$ cat config.mk
export PLATFORM = sky130hd
export DESIGN_NAME = fetch_unit
export DESIGN_NICKNAME = d
export VERILOG_FILES = /design/src/rtl/fetch_unit.sv
export SDC_FILE = /design/constraint.sdc
export NUM_CORES = 1
export LEC_CHECK = 0
export BUFFER_PORTS_ARGS = -buffer_cell sky130_fd_sc_hd__buf_2
export CORE_AREA = 2 2 75 95
export CTS_CLUSTER_DIAMETER = 80
export DETAILED_ROUTE_END_ITERATION = 7
export DIE_AREA = 0 0 77 97
export PLACE_DENSITY = 0.85
export SYNTH_ARGS = -nofsm -noshare
export SYNTH_HDL_FRONTEND = slang
export SYNTH_SLANG_ARGS = --single-unit
$ cat constraint.sdc
create_clock -name clk -period 5.61 [get_ports clk]
set_input_delay 0.2805 -clock clk [delete_from_list [all_inputs] [get_ports clk]]
set_output_delay 0.2805 -clock clk [all_outputs]
set_load 0.01 [all_outputs]
$ cat src/rtl/fetch_unit.sv
// 6502 instruction fetch stage: loads PC from the reset vector, then fetches
// opcode plus 0-2 operand bytes and presents them to the decoder with a level handshake.
module fetch_unit #(
    parameter int                    REG_WIDTH    = 8,
    parameter int                    ADDR_WIDTH   = 16,
    parameter logic [ADDR_WIDTH-1:0] RESET_VECTOR = 16'hFFFC
) (
    input  logic                  clk,
    input  logic                  reset_n,
    output logic [ADDR_WIDTH-1:0] mem_addr,
    output logic                  mem_rd,
    input  logic [REG_WIDTH-1:0]  mem_rdata,
    output logic [REG_WIDTH-1:0]  instruction_out,
    output logic [ADDR_WIDTH-1:0] operand_out,
    output logic                  instruction_ready,
    input  logic                  instruction_done,
    input  logic                  pc_load,
    input  logic [ADDR_WIDTH-1:0] pc_in,
    output logic [ADDR_WIDTH-1:0] instr_pc,
    output logic [ADDR_WIDTH-1:0] pc_out,
    output logic                  illegal
);

    typedef enum logic [2:0] {
        S_VEC_LO,
        S_VEC_HI,
        S_VEC_END,
        S_OP,
        S_OPC,
        S_LO,
        S_HI,
        S_READY
    } state_t;

    localparam logic [ADDR_WIDTH-1:0] VEC_HI_ADDR = RESET_VECTOR + 1'b1;
    localparam logic [ADDR_WIDTH-1:0] ONE         = {{(ADDR_WIDTH-1){1'b0}}, 1'b1};

    state_t                 state_q;
    logic [ADDR_WIDTH-1:0]  pc_q;
    logic [REG_WIDTH-1:0]   instr_q;
    logic [ADDR_WIDTH-1:0]  operand_q;
    logic [ADDR_WIDTH-1:0]  instr_pc_q;
    logic                   illegal_q;
    logic                   ready_q;
    logic                   first_q;
    logic [1:0]             len_q;

    logic [ADDR_WIDTH-1:0]  pc_plus1;
    logic [1:0]             opc_len;

    // Instruction length from the aaa bbb cc opcode fields.
    function automatic logic [1:0] op_length(input logic [7:0] op);
        logic [2:0] aaa;
        logic [2:0] bbb;
        logic [1:0] cc;
        logic [1:0] len;
        aaa = op[7:5];
        bbb = op[4:2];
        cc  = op[1:0];
        len = 2'd1;
        case (cc)
            2'b01: begin
                if (bbb == 3'b011 || bbb == 3'b110 || bbb == 3'b111) len = 2'd3;
                else                                                 len = 2'd2;
            end
            2'b00: begin
                if (op == 8'h20)
                    len = 2'd3;
                else if (op == 8'h00 || op == 8'h40 || op == 8'h60)
                    len = 2'd1;
                else begin
                    case (bbb)
                        3'b011, 3'b111:         len = 2'd3;
                        3'b000:                 len = (aaa >= 3'b101) ? 2'd2 : 2'd1;
                        3'b001, 3'b100, 3'b101: len = 2'd2;
                        default:                len = 2'd1;
                    endcase
                end
            end
            2'b10: begin
                case (bbb)
                    3'b011, 3'b111: len = 2'd3;
                    3'b000:         len = (aaa == 3'b101) ? 2'd2 : 2'd1;
                    3'b001, 3'b101: len = 2'd2;
                    default:        len = 2'd1;
                endcase
            end
            default: len = 2'd1;
        endcase
        return len;
    endfunction

    assign pc_plus1 = pc_q + ONE;
    assign opc_len  = op_length(mem_rdata);

    always_comb begin
        mem_rd   = 1'b0;
        mem_addr = pc_q;
        case (state_q)
            S_VEC_LO: begin
                mem_rd   = 1'b1;
                mem_addr = RESET_VECTOR;
            end
            S_VEC_HI: begin
                mem_rd   = 1'b1;
                mem_addr = VEC_HI_ADDR;
            end
            S_OP: begin
                mem_rd   = 1'b1;
                mem_addr = pc_q;
            end
            S_OPC: begin
                if (opc_len > 2'd1) begin
                    mem_rd   = 1'b1;
                    mem_addr = pc_plus1;
                end
            end
            S_LO: begin
                if (len_q == 2'd3) begin
                    mem_rd   = 1'b1;
                    mem_addr = pc_plus1;
                end
            end
            default: begin
                mem_rd   = 1'b0;
                mem_addr = pc_q;
            end
        endcase
    end

    always_ff @(posedge clk or negedge reset_n) begin
        if (!reset_n) begin
            state_q    <= S_VEC_LO;
            pc_q       <= '0;
            instr_q    <= '0;
            operand_q  <= '0;
            instr_pc_q <= '0;
            illegal_q  <= 1'b0;
            ready_q    <= 1'b0;
            first_q    <= 1'b0;
            len_q      <= 2'd0;
        end else begin
            case (state_q)
                S_VEC_LO: state_q <= S_VEC_HI;
                S_VEC_HI: begin
                    pc_q[REG_WIDTH-1:0] <= mem_rdata;
                    state_q             <= S_VEC_END;
                end
                S_VEC_END: begin
                    pc_q[ADDR_WIDTH-1:REG_WIDTH] <= mem_rdata;
                    state_q                      <= S_OP;
                end
                S_OP: begin
                    instr_pc_q <= pc_q;
                    ready_q    <= 1'b0;
                    state_q    <= S_OPC;
                end
                S_OPC: begin
                    instr_q   <= mem_rdata;
                    illegal_q <= (mem_rdata[1:0] == 2'b11);
                    pc_q      <= pc_plus1;
                    len_q     <= opc_len;
                    if (opc_len > 2'd1) begin
                        state_q <= S_LO;
                    end else begin
                        operand_q <= '0;
                        ready_q   <= 1'b1;
                        first_q   <= 1'b1;
                        state_q   <= S_READY;
                    end
                end
                S_LO: begin
                    operand_q <= {{(ADDR_WIDTH-REG_WIDTH){1'b0}}, mem_rdata};
                    pc_q      <= pc_plus1;
                    if (len_q == 2'd3) begin
                        state_q <= S_HI;
                    end else begin
                        ready_q <= 1'b1;
                        first_q <= 1'b1;
                        state_q <= S_READY;
                    end
                end
                S_HI: begin
                    operand_q[ADDR_WIDTH-1:REG_WIDTH] <= mem_rdata;
                    pc_q                              <= pc_plus1;
                    ready_q                           <= 1'b1;
                    first_q                           <= 1'b1;
                    state_q                           <= S_READY;
                end
                S_READY: begin
                    // The decoder drops done on our ready rising edge, so the
                    // first cycle's done is stale from the previous instruction.
                    first_q <= 1'b0;
                    if (!first_q && instruction_done) begin
                        if (pc_load) pc_q <= pc_in;
                        ready_q <= 1'b0;
                        state_q <= S_OP;
                    end
                end
                default: state_q <= S_VEC_LO;
            endcase
        end
    end

    assign instruction_out   = instr_q;
    assign operand_out       = operand_q;
    assign instruction_ready = ready_q;
    assign instr_pc          = instr_pc_q;
    assign pc_out            = pc_q;
    assign illegal           = illegal_q;

endmodule
=== Word-level counts from Yosys, hierarchy flattened ===
Index checks and enable logic that the tools add are counted.

* Add/subtract/negate cells: 1
* Order comparisons: 2
* Eq/ne operators: 25
* Muxes and demuxes: 30
* Reduce and logical (&&, ||, !) cells: 27

{| class="wikitable"
|+ Operators by type and width
! kind !! number
|-
| $mux W16 || 5
|-
| $pmux W8 S3 || 3
|-
| $pmux W16 S4 || 1
|-
| $eq A3 B3 Y1 const B || 9
|-
| $pmux W3 S8 || 1
|-
| $pmux W2 S3 || 3
|-
| $add A16 B1 Y16 const B || 1
|-
| $eq A8 B7 Y1 const B || 2
|-
| $pmux W8 S2 || 1
|-
| $mux W2 || 5
|-
| $eq A3 B2 Y1 const B || 3
|-
| $reduce_and A3 Y1 || 3
|-
| $reduce_bool A3 Y1 || 3
|-
| $reduce_or A3 Y1 || 3
|-
| $eq A8 B6 Y1 const B || 1
|-
| $logic_not A8 Y1 || 1
|-
| $ne A2 B2 Y1 const B || 4
|-
| $mux W1 || 7
|-
| $eq A2 B2 Y1 const B || 3
|-
| $eq A3 B1 Y1 const B || 2
|-
| $logic_not A3 Y1 || 2
|-
| $pmux W1 S5 || 1
|-
| $reduce_bool A5 Y1 || 1
|-
| $logic_or A1 B1 Y1 || 4
|-
| 14 further kinds || 16
|}

* Register bits: 64

=== Logic depth before layout (Yosys ltp) ===
Gate-level depths: netlist of the first run.

* Word-level depth: 9
* Depth in mapped cells: 7

=== Least setup slack after synthesis of the first run ===
Ideal clock, no wire load.

* Path type: register to output
* Start: reg pc_q[1], in the netlist pc_out[1]
* End: out mem_addr[14]
* Data arrival time: 2024 ps
* Required time: 5330 ps
* Setup slack: 3306 ps
* Cell stages (with the launch flop): 7
* Path through: dfrtp_1 -> ha_1 -> nand2_1 -> nor4_1 -> nand4_1 -> xnor2_1 -> a221o_1

* Cells in the longest elaborated chain, start to end: 3

{| class="wikitable"
|+ Ends and longest elaborated chain
! item !! RTL line !! text
|-
| start, declared || 39 || <nowiki>logic [ADDR_WIDTH-1:0] pc_q;</nowiki>
|-
| start signal, assigned by index || 146 || <nowiki>pc_q[REG_WIDTH-1:0] <= mem_rdata;</nowiki>
|-
| start signal, assigned by index || 150 || <nowiki>pc_q[ADDR_WIDTH-1:REG_WIDTH] <= mem_rdata;</nowiki>
|-
| start signal, assigned || 161 || <nowiki>pc_q <= pc_plus1;</nowiki>
|-
| $add A16 B1 Y16 (*) || 93 || <nowiki>assign pc_plus1 = pc_q + ONE;</nowiki>
|-
| $mux W16, on equally long branches || 119, 113 ||
|-
| $pmux W16 S4 (*) || 99 || <nowiki>case (state_q)</nowiki>
|-
| end, declared || 10 || <nowiki>output logic [ADDR_WIDTH-1:0] mem_addr,</nowiki>
|}

Every way passes the cells marked *; elsewhere a longest branch is shown, timed or not.

=== Final worst setup path of the first run ===
* Start: reg state_q[2]
* End: out mem_addr[14]

* Cells in the longest elaborated chain, start to end: 2

{| class="wikitable"
|+ Ends and longest elaborated chain
! item !! RTL line !! text
|-
| start, declared || 38 || <nowiki>state_t state_q;</nowiki>
|-
| start signal, assigned || 133 || <nowiki>state_q <= S_VEC_LO;</nowiki>
|-
| start signal, assigned || 144 || <nowiki>S_VEC_LO: state_q <= S_VEC_HI;</nowiki>
|-
| start signal, assigned || 147 || <nowiki>state_q <= S_VEC_END;</nowiki>
|-
| $eq A3 B3 Y1, or another cell as far along || 99 ||
|-
| $pmux W16 S4 (*) || 99 ||
|}

Marked as above.

==> out/qor.csv, run 1 <==
stage,metric,value,unit
critical_path,Crit path buffers/inverters,3,
critical_path,"Cell Chain, Critical Path",buf_4 -> inv_1 -> nor3_2 -> a32oi_1 -> nand2_1 -> a221o_1 -> buf_2,
cts,Worst-path clk slew,0.07,ns
status,status,"complete, no violations",
place,Port Buffers,102,
cts,Resized Gates After CTS,0,
timing,Final Hold Vio Count,0,
critical_path,data arrival time of the critical path,3.11,ns
routing,routed len/inst,18.8,µm
logic_synthesis,ys async rst share,100,%
timing,fin. max-slew vios,0,
cts,CTS H-tree depth,3,
floorplanning,Std-Cell Rows,33,
final_layout,Layout Cells excl Fill,568,
timing,Relative slew margins,38.6,%
timing,Clock Skews,0.00660,ns
timing,fin crit period,3.39,ns
final_layout,Layout area overhead,19.0,%
final_layout,most frequent cells in the layout,"buf_2 (102), dfrtp_1 (64), nand2_1 (51)",
cts,"Clk Latency, worst-skew pair",0.35,ns
place,DP HPWL,7430,µm
cts,CTS root buffer,clkbuf_8,
routing,post-route ant nets,0,
logic_synthesis,number of flops mapped to enable cells by yosys,0,
cts,hold buffers post-CTS,0,
global_routing,number of global-route vias before repair,3424,
global_routing,first-pass GRT wire length,17100,µm
logic_synthesis,syn avg cell area,9.41,µm²
routing,DRC,0,
floorplanning,die height,97,µm
timing,endpoints failing setup,0,
pwr,cell area power density,619,nW/µm²
routing,total iterations of the first detailed-routing run,6,
place,placed insts,553,
critical_path,Crit. End Element,output port,
routing,starting DRC count in detailed routing,620,
logic_synthesis,xor/xnor cell area share of the yosys netlist,1.44,%
logic_synthesis,count of cell types in the netlist,57,
cts,CTS tree,done,
cts,CTS Buf Count,9,
final_layout,fin area,4360,µm²
global_routing,initial antenna violation count,0,
logic_synthesis,Post-Synth Simple-Gate Area,17.5,%
final_layout,Final #Nets,506,
routing,vias per inst,6.37,
floorplanning,Ports,103,
critical_path,worst path required time,5.33,ns
cts,Sink Count,64,
logic_synthesis,Compound-Gate Fraction of Synth Area,25.6,%
logic_synthesis,Yosys reg bits,64,
logic_synthesis,Mapped Area,3660,µm²
logic_synthesis,"Seq/Total Area, Yosys",43.8,%
final_layout,"Core Util, Final",66.8,%
place,gp weighted congestion,0.933,
final_layout,"commonest non-fill, non-tap cell in the layout",buf_2,
timing,fmax,0.295,GHz
logic_synthesis,Synthesis Warnings,0,
final_layout,# diodes,0,
logic_synthesis,mux share of post-synthesis cell area,6.05,%
critical_path,Crit path max-delay family,simple AND/OR/NAND/NOR gates,
routing,routed vias,3616,
global_routing,total grt overflow,0,
global_routing,gr usage total,28.9,%
global_routing,pin count of the biggest net entering global routing,65,
routing,final wirelength,10700,µm
critical_path,worst-path fanout max,40,
floorplanning,die extent in x,77,µm
hold_path,Min-Delay Path Class,input pin to asynchronous set/reset pin,
logic_synthesis,largest family of logic cells by synthesized area,compound AO/OA/AOI/OAI gates,
timing,Fin Hold WS,0.0928,ns
critical_path,critical path class,flip-flop to output port,
logic_synthesis,syn nets,418,
floorplanning,core area,6520,µm²
run,max cap viols,0,
cts,clk buf depth,2,
timing,setup TNS,0,ns
critical_path,r2r setup slk,2.89,ns
cts,Setup Buffers After CTS,0,
logic_synthesis,dominant synthesized flop cell,dfrtp_1,
pwr,leak pwr,2.09,nW
place,DP Area,4120,µm²
timing,RSZ-0062 raised after global routing,no,
final_layout,layout cells sized above 1,30.4,%
logic_synthesis,post-synthesis cell count,389,
floorplanning,Starting Density,56.1,%
pwr,maximum VDD drop,298,µV
critical_path,Max stage delay on crit path,0.62,ns
logic_synthesis,Synth Area in Adders,0.342,%
timing,crit share post-route,60.5,%
timing,Worst-Margin Slew,0.921,ns
floorplanning,DIE AREA,7470,µm²
critical_path,Startpoint Class,flip-flop,
critical_path,CP max stage cell,nor3_2,
==> flip-flops by register name (all words and copies together), names as in the netlist <==
signal,cells
instr_pc,16
operand_out,16
pc_out,16
instruction_out,8
state_q,3
len_q,2
first_q,1
illegal,1
instruction_ready,1
==> layer usage <==
layer | GRT usage, % | part of all wire [%] | wire (µm)
met5 | 0 | 0 | 0
met4 | 16.3 | 4.1 | 442
met3 | 6.81 | 9.2 | 988
met2 | 45.7 | 48 | 5090
met1 | 36.1 | 39 | 4180
==> synth_stat cells, types with 4 or more instances <==
library cell | count | area, µm²
clkbuf_1 | 16 | 60.1
nor3_1 | 10 | 50.1
a21o_1 | 4 | 30.0
a221o_1 | 8 | 80.1
a21oi_1 | 15 | 75.1
nand2b_1 | 6 | 37.5
nor2_1 | 27 | 101
dfrtp_1 | 64 | 1600
xnor2_1 | 4 | 35.0
o21ai_0 | 40 | 200
nand4_1 | 5 | 31.3
mux2_2 | 17 | 191
a22oi_1 | 5 | 37.5
nor2b_1 | 4 | 25.0
a31oi_1 | 7 | 43.8
clkbuf_8 | 6 | 82.6
nand3_1 | 8 | 40.0
a211o_1 | 4 | 35.0
a22o_1 | 19 | 166
and3_1 | 4 | 25.0
inv_1 | 5 | 18.8
nand2_1 | 51 | 191
==> cells by family (layout without fill, tap and decap cells) <==
group / count (synthesis) / count (layout)
and+or+nand+nor: 134 / 134
AOI/OAI and AO/OA: 132 / 132
DFF: 64 / 64
buffers and inverters: 32 / 124
muxes: 20 / 20
xor gates and xnor gates: 6 / 6
adders and majority gates: 1 / 1
==> area by class of cell <==
cell class | instances | area (µm²)
inverters | 5 | 18.8
well taps | 87 | 109
fillers | 568 | 2170
multi-input cells | 293 | 1860
repair buffers | 104 | 526
clock buffers | 13 | 179
clock inverters | 2 | 60.1
flip-flops and latches | 64 | 1600
==> report_power, final <==
part           leakage, nW  switching [mW]  internal (mW)
registers            0.779           0.240          0.676
logic                 1.19           0.750          0.563
clock network        0.122           0.170          0.296
==> metrics by stage <==
stage               power [mW]  setup slack (ns)
floorplan                 1.77              3.31
global placement          2.17              2.77
detailed placement        2.21              2.70
CTS                       2.69              2.29
global route              2.87              2.03
finish                    2.69              2.22
==> final timing paths <==
check                                    from            endpoint  depth (start not counted)
min                                   reset_n         instr_pc[5]                          2
min reg2reg                instruction_out[0]  instruction_out[0]                          2
max in group asynchronous             reset_n         instr_pc[0]                          2
max                                state_q[2]        mem_addr[14]                          7
max reg2reg                        state_q[2]   instruction_ready                          6
min in group clk                 mem_rdata[5]  instruction_out[5]                          3
No activity file was read; power rests on OpenSTA's default activity.
==> run 2: changes to the inputs <==
--- a/config.mk
+++ b/config.mk
@@ -6,11 +6,11 @@
 export NUM_CORES = 1
 export LEC_CHECK = 0
 export BUFFER_PORTS_ARGS = -buffer_cell sky130_fd_sc_hd__buf_2
-export CORE_AREA = 2 2 75 95
+export CORE_AREA = 2 2 82 104
 export CTS_CLUSTER_DIAMETER = 80
 export DETAILED_ROUTE_END_ITERATION = 7
-export DIE_AREA = 0 0 77 97
-export PLACE_DENSITY = 0.85
+export DIE_AREA = 0 0 84 106
+export PLACE_DENSITY = 0.75
 export SYNTH_ARGS = -nofsm -noshare
 export SYNTH_HDL_FRONTEND = slang
 export SYNTH_SLANG_ARGS = --single-unit
==> constraint.sdc (replaced) <==
create_clock -name clk -period 3.1 [get_ports clk]
set_input_delay 0.155 -clock clk [delete_from_list [all_inputs] [get_ports clk]]
set_output_delay 0.155 -clock clk [all_outputs]
set_load 0.01 [all_outputs]
==> run 2 against run 1 <==
Net effect: the flow now finishes with violations (negative hold slack); die area is 19% higher; combinational power is 83% higher; setup slack worse by 1.9 ns; worst hold slack worse by 0.14 ns; count of clock-buffer cells in the layout is 4 lower; wire length is 2.2% higher; clock skew is 0.0033 ns higher; sequential share of layout area is 0.57 points lower.
==> out/qor.csv, run 2 (same netlist as run 1, synthesis figures left out) <==
stage,metric,value,unit
status,status,"finished, violations left",
status,failing checks,negative hold slack,
cts,clk buf depth,2,
timing,Relative slew margins,37.7,%
place,gp weighted congestion,0.912,
timing,crit share post-route,90.8,%
routing,total iterations of the first detailed-routing run,5,
timing,fin crit period,2.81,ns
floorplanning,Starting Density,45.7,%
critical_path,r2r setup slk,0.62,ns
place,DP HPWL,7930,µm
run,max cap viols,0,
timing,RSZ-0062 raised after global routing,no,
final_layout,most frequent cells in the layout,"buf_2 (102), dfrtp_1 (64), nand2_1 (51)",
critical_path,critical path class,flip-flop to output port,
routing,vias per inst,6.06,
final_layout,"commonest non-fill, non-tap cell in the layout",buf_2,
floorplanning,DIE AREA,8900,µm²
timing,Fin Hold WS,-0.0507,ns
timing,Worst-Margin Slew,0.934,ns
floorplanning,Ports,103,
cts,Setup Buffers After CTS,0,
critical_path,worst-path fanout max,23,
critical_path,Crit path max-delay family,flip-flops,
critical_path,data arrival time of the critical path,2.66,ns
pwr,maximum VDD drop,552,µV
place,Port Buffers,102,
floorplanning,die extent in x,84,µm
critical_path,CP max stage cell,dfrtp_1,
critical_path,Startpoint Class,flip-flop,
critical_path,CP startpoint,state_q[1],
timing,fin. max-slew vios,0,
critical_path,RR Startpoint,state_q[1],
global_routing,first-pass GRT wire length,17400,µm
routing,DRC,0,
final_layout,Layout area overhead,20.9,%
routing,final wirelength,10900,µm
cts,CTS tree,done,
cts,"Clk Latency, worst-skew pair",0.35,ns
critical_path,worst reg2reg path depth,5,
critical_path,FF-to-FF End,pc_out[10],
timing,endpoints failing setup,0,
final_layout,layout cells sized above 1,31.9,%
cts,Sink Count,64,
routing,routed vias,3570,
global_routing,initial antenna violation count,0,
final_layout,Final #Nets,516,
cts,CTS root buffer,clkbuf_8,
hold_path,Min-Delay Path Class,input pin to asynchronous set/reset pin,
timing,setup TNS,0,ns
cts,CTS H-tree depth,3,
critical_path,"Cell Chain, Critical Path",nor2_2 -> nand3_1 -> nand2_1 -> buf_4 -> a221o_1 -> buf_2,
pwr,cell area power density,1100,nW/µm²
global_routing,number of global-route vias before repair,3414,
routing,post-route ant nets,0,
cts,CTS Buf Count,9,
timing,Clock Skews,0.00991,ns
global_routing,total grt overflow,0,
cts,Resized Gates After CTS,0,
global_routing,gr usage total,24.8,%
floorplanning,Std-Cell Rows,37,
global_routing,pin count of the biggest net entering global routing,65,
critical_path,Max stage delay on crit path,0.84,ns
timing,fmax,0.355,GHz
routing,routed len/inst,18.6,µm
routing,starting DRC count in detailed routing,404,
floorplanning,core area,8010,µm²
timing,Final Hold Vio Count,25,
critical_path,Crit path buffers/inverters,2,
cts,hold buffers post-CTS,0,
critical_path,Crit. End Element,output port,
critical_path,worst path required time,2.94,ns
final_layout,# diodes,0,
critical_path,Worst path depth,6,
pwr,leak pwr,2.12,nW
critical_path,CP endpoint,mem_addr[3],
cts,Worst-path clk slew,0.08,ns
floorplanning,die height,106,µm
==> run 2: cell count changes in the layout (fill, tap and decap cells not counted), sizes merged <==
cell      before  now
buf          104  114
clkbuf        13    9
clkinvlp       0    3
clkinv         0    2
==> run 2: how the worst min path moves through the flow <==
stage,to,cells past startpoint
final,instr_pc[5],2
after global routing,instr_pc[15],2
after CTS,instr_pc[5],2
after detailed placement,instr_pc[5],2
after global placement,instr_pc[5],2
after floorplan,first_q,0
==> run 2: area by class of cell <==
type / instances / area (µm²)
clock buffers: 9 / 124
clock inverters: 7 / 96.3
fillers: 747 / 3580
inverters: 5 / 18.8
multi-input cells: 293 / 1860
flip-flops and latches: 64 / 1600
well taps: 97 / 121
repair buffers: 114 / 601
==> run 2: power by group <==
part / total (mW) / leakage [nW] / internal, mW / switching (mW)
sequential: 1.67 / 0.779 / 1.22 / 0.448
combinational: 2.40 / 1.23 / 1.07 / 1.33
clock: 0.806 / 0.101 / 0.452 / 0.354
total: 4.88 / 2.12 / 2.74 / 2.13
==> run 2: per-layer routing <==
metal  global-route usage, %  vias to the layer above  share of wire, %
li1                        -                     1643                 -
met1                    31.1                     1738                43
met2                    41.4                      164                48
met3                    4.89                       25               6.3
met4                    10.9                        0               3.0
met5                       0                        -                 0
==> run 2: through the flow <==
| step | util, % | cells | area, µm² | total power, mW | setup slack [ns] |
|---|---|---|---|---|---|
| after global placement | 52.5 | 573 | 4200 | 4.01 | 0.689 |
| after global routing | 55.2 | 589 | 4420 | 5.22 | 0.0712 |
| final | 55.2 | 589 | 4420 | 4.88 | 0.287 |
| after detailed placement | 52.5 | 573 | 4200 | 4.07 | 0.683 |
| after floorplan | - | 389 | 3660 | 3.20 | 0.921 |
| after CTS | 55.2 | 589 | 4420 | 4.88 | 0.297 |
